--- src/rtl/exc_pkg.sv ---
// Shared definitions for the commit-point exception unit: cause codes,
// CP0 register indices, FSM states and the flag bundle.
package exc_pkg;

    localparam logic [31:0] EXC_INT  = 32'h0000_0001;
    localparam logic [31:0] EXC_ADEL = 32'h0000_0004;
    localparam logic [31:0] EXC_ADES = 32'h0000_0005;
    localparam logic [31:0] EXC_SYS  = 32'h0000_0008;
    localparam logic [31:0] EXC_BP   = 32'h0000_0009;
    localparam logic [31:0] EXC_RI   = 32'h0000_000a;
    localparam logic [31:0] EXC_OV   = 32'h0000_000c;
    localparam logic [31:0] EXC_TR   = 32'h0000_000d;
    localparam logic [31:0] EXC_ERET = 32'h0000_000e;

    localparam logic [4:0] CP0_STATUS = 5'd12;
    localparam logic [4:0] CP0_CAUSE  = 5'd13;
    localparam logic [4:0] CP0_EPC    = 5'd14;

    typedef enum logic [1:0] {IDLE, REPORT, DRAIN} state_e;
    typedef enum logic [1:0] {BAD_NONE, BAD_PC, BAD_MEM} bad_sel_e;

    typedef struct packed {
        logic adel_if;
        logic ri;
        logic ov;
        logic trap;
        logic syscall;
        logic brk;
        logic adel_ld;
        logic ades;
        logic eret;
    } exc_flags_t;

endpackage

--- src/rtl/exc_prio_enc.sv ---
// Fixed-priority encoder: picks the single exception to report and which
// address (if any) is the faulting one.
module exc_prio_enc
    import exc_pkg::*;
(
    input  logic        int_hit,
    input  exc_flags_t  flags,
    output logic [31:0] code,
    output bad_sel_e    bad_sel
);

    always_comb begin
        code    = '0;
        bad_sel = BAD_NONE;
        if (int_hit) begin
            code = EXC_INT;
        end else if (flags.adel_if) begin
            code    = EXC_ADEL;
            bad_sel = BAD_PC;
        end else if (flags.ri) begin
            code = EXC_RI;
        end else if (flags.ov) begin
            code = EXC_OV;
        end else if (flags.trap) begin
            code = EXC_TR;
        end else if (flags.syscall) begin
            code = EXC_SYS;
        end else if (flags.brk) begin
            code = EXC_BP;
        end else if (flags.adel_ld) begin
            code    = EXC_ADEL;
            bad_sel = BAD_MEM;
        end else if (flags.ades) begin
            code    = EXC_ADES;
            bad_sel = BAD_MEM;
        end else if (flags.eret) begin
            code = EXC_ERET;
        end
    end

endmodule

--- src/rtl/exception_unit.sv ---
// Commit-point exception detector: bypasses pending CP0 writes, arbitrates
// exceptions, emits a one-cycle flush/redirect and masks while draining.
module exception_unit
    import exc_pkg::*;
#(
    parameter logic [31:0] EXC_VECTOR   = 32'hBFC0_0380,
    parameter int          DRAIN_CYCLES = 3
) (
    input  logic        clk,
    input  logic        rst,
    input  logic        valid_i,
    input  logic        stall_i,
    input  logic [31:0] pc_i,
    input  logic        in_delayslot_i,
    input  logic        adel_if_i,
    input  logic        ri_i,
    input  logic        ov_i,
    input  logic        trap_i,
    input  logic        syscall_i,
    input  logic        break_i,
    input  logic        adel_ld_i,
    input  logic        ades_st_i,
    input  logic        eret_i,
    input  logic [31:0] mem_addr_i,
    input  logic [31:0] status_i,
    input  logic [31:0] cause_i,
    input  logic [31:0] epc_i,
    input  logic        cp0_we_i,
    input  logic [4:0]  cp0_waddr_i,
    input  logic [31:0] cp0_wdata_i,
    output logic [31:0] excepttype_o,
    output logic [31:0] current_inst_addr_o,
    output logic [31:0] bad_addr_o,
    output logic        is_in_delayslot_o,
    output logic        flush_o,
    output logic [31:0] new_pc_o
);

    localparam logic [3:0] DRAIN_LOAD = 4'(DRAIN_CYCLES - 1);

    state_e      state_q, state_d;
    logic [3:0]  cnt_q, cnt_d;
    logic        int_pending_q, int_pending_d;
    logic [31:0] excepttype_q, excepttype_d;
    logic [31:0] cia_q, cia_d;
    logic [31:0] bad_addr_q, bad_addr_d;
    logic        ds_q, ds_d;
    logic        flush_q, flush_d;
    logic [31:0] new_pc_q, new_pc_d;

    logic [31:0] eff_status, eff_cause, eff_epc;
    logic        int_req, int_hit, accept, exc_valid;
    logic [31:0] code;
    bad_sel_e    bad_sel;
    exc_flags_t  flags;
    logic        unused_bits;

    // Cause writes from software only reach the two soft-interrupt bits.
    always_comb begin
        eff_status = status_i;
        eff_cause  = cause_i;
        eff_epc    = epc_i;
        if (cp0_we_i && cp0_waddr_i == CP0_STATUS) eff_status = cp0_wdata_i;
        if (cp0_we_i && cp0_waddr_i == CP0_CAUSE)  eff_cause[9:8] = cp0_wdata_i[9:8];
        if (cp0_we_i && cp0_waddr_i == CP0_EPC)    eff_epc = cp0_wdata_i;
    end

    assign unused_bits = ^{eff_status[31:16], eff_cause[31:16], eff_cause[7:0]};

    assign int_req = eff_status[0] & ~eff_status[1] & (|(eff_cause[15:8] & eff_status[15:8]));
    assign int_hit = int_pending_q | int_req;
    assign accept  = (state_q == IDLE) && valid_i && !stall_i;
    assign flags   = '{adel_if: adel_if_i, ri: ri_i, ov: ov_i, trap: trap_i,
                       syscall: syscall_i, brk: break_i, adel_ld: adel_ld_i,
                       ades: ades_st_i, eret: eret_i};

    exc_prio_enc u_prio (
        .int_hit (int_hit),
        .flags   (flags),
        .code    (code),
        .bad_sel (bad_sel)
    );

    assign exc_valid = accept && (code != '0);

    // Pending interrupt follows int_req, but is consumed once reported.
    assign int_pending_d = int_req & ~(accept & int_hit);

    always_comb begin
        state_d      = state_q;
        cnt_d        = cnt_q;
        excepttype_d = '0;
        flush_d      = 1'b0;
        cia_d        = cia_q;
        bad_addr_d   = bad_addr_q;
        ds_d         = ds_q;
        new_pc_d     = new_pc_q;
        case (state_q)
            IDLE: begin
                if (exc_valid) begin
                    state_d      = REPORT;
                    excepttype_d = code;
                    flush_d      = 1'b1;
                    cia_d        = pc_i;
                    ds_d         = in_delayslot_i;
                    new_pc_d     = (code == EXC_ERET) ? eff_epc : EXC_VECTOR;
                    case (bad_sel)
                        BAD_PC:  bad_addr_d = pc_i;
                        BAD_MEM: bad_addr_d = mem_addr_i;
                        default: bad_addr_d = '0;
                    endcase
                end
            end
            REPORT: begin
                state_d = DRAIN;
                cnt_d   = DRAIN_LOAD;
            end
            DRAIN: begin
                if (cnt_q == 4'd0) state_d = IDLE;
                else               cnt_d   = cnt_q - 4'd1;
            end
            default: state_d = IDLE;
        endcase
    end

    always_ff @(posedge clk or negedge rst) begin
        if (!rst) begin
            state_q       <= IDLE;
            cnt_q         <= '0;
            int_pending_q <= 1'b0;
            excepttype_q  <= '0;
            cia_q         <= '0;
            bad_addr_q    <= '0;
            ds_q          <= 1'b0;
            flush_q       <= 1'b0;
            new_pc_q      <= '0;
        end else begin
            state_q       <= state_d;
            cnt_q         <= cnt_d;
            int_pending_q <= int_pending_d;
            excepttype_q  <= excepttype_d;
            cia_q         <= cia_d;
            bad_addr_q    <= bad_addr_d;
            ds_q          <= ds_d;
            flush_q       <= flush_d;
            new_pc_q      <= new_pc_d;
        end
    end

    assign excepttype_o        = excepttype_q;
    assign current_inst_addr_o = cia_q;
    assign bad_addr_o          = bad_addr_q;
    assign is_in_delayslot_o   = ds_q;
    assign flush_o             = flush_q;
    assign new_pc_o            = new_pc_q;

endmodule

--- config.mk ---
export PLATFORM = sky130hd
export DESIGN_NAME = exception_unit
export DESIGN_NICKNAME = d
export VERILOG_FILES = /design/src/rtl/exc_pkg.sv /design/src/rtl/exc_prio_enc.sv /design/src/rtl/exception_unit.sv
export SDC_FILE = /design/constraint.sdc
export NUM_CORES = 1
export LEC_CHECK = 0
export CORE_ASPECT_RATIO = 2
export CORE_MARGIN = 2
export CORE_UTILIZATION = 25
export DETAILED_ROUTE_END_ITERATION = 7
export PLACE_DENSITY = 0.61
export SLEW_MARGIN = 15
export SYNTH_ARGS = -nofsm -noshare
export SYNTH_HDL_FRONTEND = slang
export SYNTH_SLANG_ARGS = --single-unit
--- constraint.sdc ---
create_clock -name clk -period 2.4 [get_ports clk]
set_input_delay 0.24 -clock clk [delete_from_list [all_inputs] [get_ports clk]]
set_output_delay 0.24 -clock clk [all_outputs]
set_load 0.02 [all_outputs]
==> out/metrics.csv <==
stage,metric,value,unit
setup_path,worst reg2reg endpoint,bad_addr_o[30],
sta,fmax,388,MHz
sta,Final period util,107,%
routing,Avg WL per Cell,20.0,um
synth,ys async rst share,100,%
routing,Routed Antenna Nets,0,
sta,Tmin final,2.58,ns
sta,fin worst setup slack,-0.178,ns
global_routing,global-route wire length before repair,29.8,mm
clock_tree,CTS buffer count,9,
routing,1st-iter DRT viols,162,
synth,Yosys cell types,44,
setup_path,Critical Path RT,2.64,ns
synth,average size of a mapped cell,12.0,um2
floorplan,core area,21600,um2
sta,fin. max-slew vios,0,
synth,ys flop type,dfrtp_1,
global_routing,global route overflow,0,
floorplan,Die Ht,214,um
global_routing,largest net degree at the start of global routing,52,
setup_path,Worst path slowest cell,mux2_4,
sta,final hold violations,0,
synth,"flops & latches, synth",109,
clock_tree,CTS tree,done,
global_routing,antenna violations before repair,0,
placement,DP HPWL,14.6,mm
synth,sequential share of the synthesized area,49.5,%
placement,Port-buffer cells,267,
setup_path,Critical Path AT,2.82,ns
sta,Final Skew,0.00807,ns
power,power after layout,7.09,mW
clock_tree,root buf cell,clkbuf_16,
finish,Layout fillers,1971,
finish,ANT cells,0,
synth,Post-Syn Area,5510,um2
finish,Nets,987,
power,Worst VDD drop,0.506,mV
power,Pleak,4.14,nW
clock_tree,clk slew on worst S/H paths,0.08,ns
setup_path,R2R setup slack,0.33,ns
floorplan,I/O pin count,342,
run,max-cap viol count,0,
clock_tree,clock latency on the worst-skew pair,0.36,ns
power,pwr/cell area,704,nW/um2
routing,vias per cell,4.59,
setup_path,worst-path fanout max,8,
global_routing,number of global-route vias before repair,5126,
sta,setup tns final,-5.78,ns
setup_path,capturing element type of the critical path,register,
floorplan,initial core utilization,25.5,%
run_status,status,finished with violations,
sta,Final Setup Violations,69,
clock_tree,Clock Path Buffers,2,
routing,DR vias,4823,
global_routing,gr usage total,17.5,%
run_status,failing checks,setup timing,
finish,synthesis-to-layout area growth,82.8,%
hold_path,Hold Path Class,primary input to asynchronous set/reset pin,
setup_path,cells along the critical path,"buf_6, nand4b_4, nor3_4, mux2_4, a2111oi_4, buf_4, a22oi_2, or2_4, ha_4, buf_16, a22oi_2, nor2_1, mux2_4",
floorplan,site row count,76,
sta,RSZ-0062 raised after global routing,true,
setup_path,Worst R2R Path Depth,8,
clock_tree,clock sinks,109,
clock_tree,H-tree depth,3,
placement,RePlAce Congestion,0.773,
synth,number of synthesized flops with an enable pin,0,
routing,DRC,0,
floorplan,Die Width,109,um
synth,Syn Inst Count,457,
floorplan,die area,23300,um2
setup_path,Startpoint Class,primary input,
placement,Post-Place Setup Slack,-0.945,ns
routing,drt total wl,21.0,mm
finish,share of layout cells above drive strength 1,30.0,%
synth,warnings from Yosys,0,
setup_path,worst r2r src,int_pending_q,
routing,Pre-Repair DR Iteration Count,4,
setup_path,Crit path largest cell delay,0.34,ns
setup_path,Setup CP Type,primary input to register,
critical path, delay by kind of cell:
family                   cells  cell delay (ns)
AND/OR/NAND/NOR              4             0.78
buffers and inverters        3             0.44
AO/OA/AOI/OAI                3             0.52
multiplexers                 2             0.59
adder cells (fa/ha/maj)      1             0.23
placed cells by master (no fill, tap or decap), drive strengths merged, types with 6 or more instances in the layout:
cell type,instances
a2bb2oi,12
conb,28
clkdlybuf4s50,260
dfrtp,109
o2bb2ai,20
nor2,43
o21ai,6
inv,9
a22oi,36
nand2,17
clkbuf,13
buf,67
mux2i,36
a21oi,9
mux2,66
cell usage after synthesis, types with 2 or more instances:
library cell	n	share of area [%]
dfrtp_1	109	50
nor2_1	43	2.9
mux2_2	39	8.0
mux2i_1	36	6.5
a22oi_1	35	4.8
buf_4	29	4.0
mux2_4	27	7.4
o2bb2ai_1	20	3.2
clkbuf_1	18	1.2
nand2_1	17	1.2
a2bb2oi_1	12	1.9
a21oi_1	9	0.82
inv_1	8	0.55
o21ai_0	5	0.45
buf_2	4	0.36
nor4_1	4	0.45
or2_2	4	0.45
and2_1	3	0.34
buf_6	3	0.61
ha_1	3	0.68
nand3_1	3	0.27
nor3_1	3	0.27
nor3b_1	2	0.27
through the flow:
step	util, %	hold WS, ns	std cells	cell area (um2)
2_1_floorplan	-	-0.0556	484	5820
3_3_place_gp	40.8	0.170	1006	8810
3_5_place_dp	40.8	0.174	1006	8810
4_1_cts	45.7	0.322	1048	9860
5_1_grt	46.6	0.358	1050	10100
6_report	46.6	0.332	1050	10100
state kept, by name (all words and copies together), names as in the netlist:
register,cells
cnt_q,4
state_q,2
is_in_delayslot_o,1
int_pending_q,1
current_inst_addr_o,32
new_pc_o,32
excepttype_o,4
bad_addr_o,32
flush_o,1
where the power goes:
part	internal, mW	switching (mW)
Clock	0.810	0.721
Sequential	2.23	0.272
Combinational	1.75	1.30
cell type report:
type                            instances  area [um2]  share of cell area (%)
Sequential cell                       109        2730                    27.1
Clock inverter                          6        63.8                   0.634
Inverter                                9        46.3                   0.460
Clock buffer                           10         229                    2.27
Timing Repair Buffer                  332        3590                    35.6
Multi-Input combinational cell        311        3070                    30.5
Tap cell                              273         342                    3.39
metal layers:
metal / routed length (um) / vias to the layer above / track usage, %
li1: - / 2242 / -
met1: 6820 / 2344 / 17.5
met2: 12100 / 203 / 33.1
met3: 1380 / 34 / 4.19
met4: 735 / 0 / 8.58
met5: 0 / - / 0
worst max-delay path by stage:
stage	start	slack (ns)	endpoint
final	cp0_waddr_i[4]	-0.18	bad_addr_o[30]
after global routing	cp0_waddr_i[4]	-0.28	bad_addr_o[21]
after CTS	cp0_waddr_i[4]	-0.25	bad_addr_o[30]
after detailed placement	cp0_waddr_i[3]	-0.95	bad_addr_o[5]
after global placement	cp0_waddr_i[3]	-0.91	bad_addr_o[10]
after floorplan	cp0_waddr_i[4]	-0.33	bad_addr_o[12]
repair_timing:
action,4_1_cts,5_1_grt
pin swaps,47,26
buffers inserted,17,3
hold buffers,1,0
setup endpoints to repair,100,99
gates cloned,8,4
endpoints found under the hold margin,20,0
gates resized for setup,113,37
cell families (layout without fill, tap and decap cells):
group	count (synthesis)	count (layout)	share of synthesized area [%]
mux	102	102	21.9
fa+ha+maj	3	3	0.682
simple gates	86	86	7.59
other cells	1	28	0.0681
compound gates	92	92	13.4
buf+inv	64	357	6.88
flops	109	109	49.5
Power figures use the tool's default switching activity.
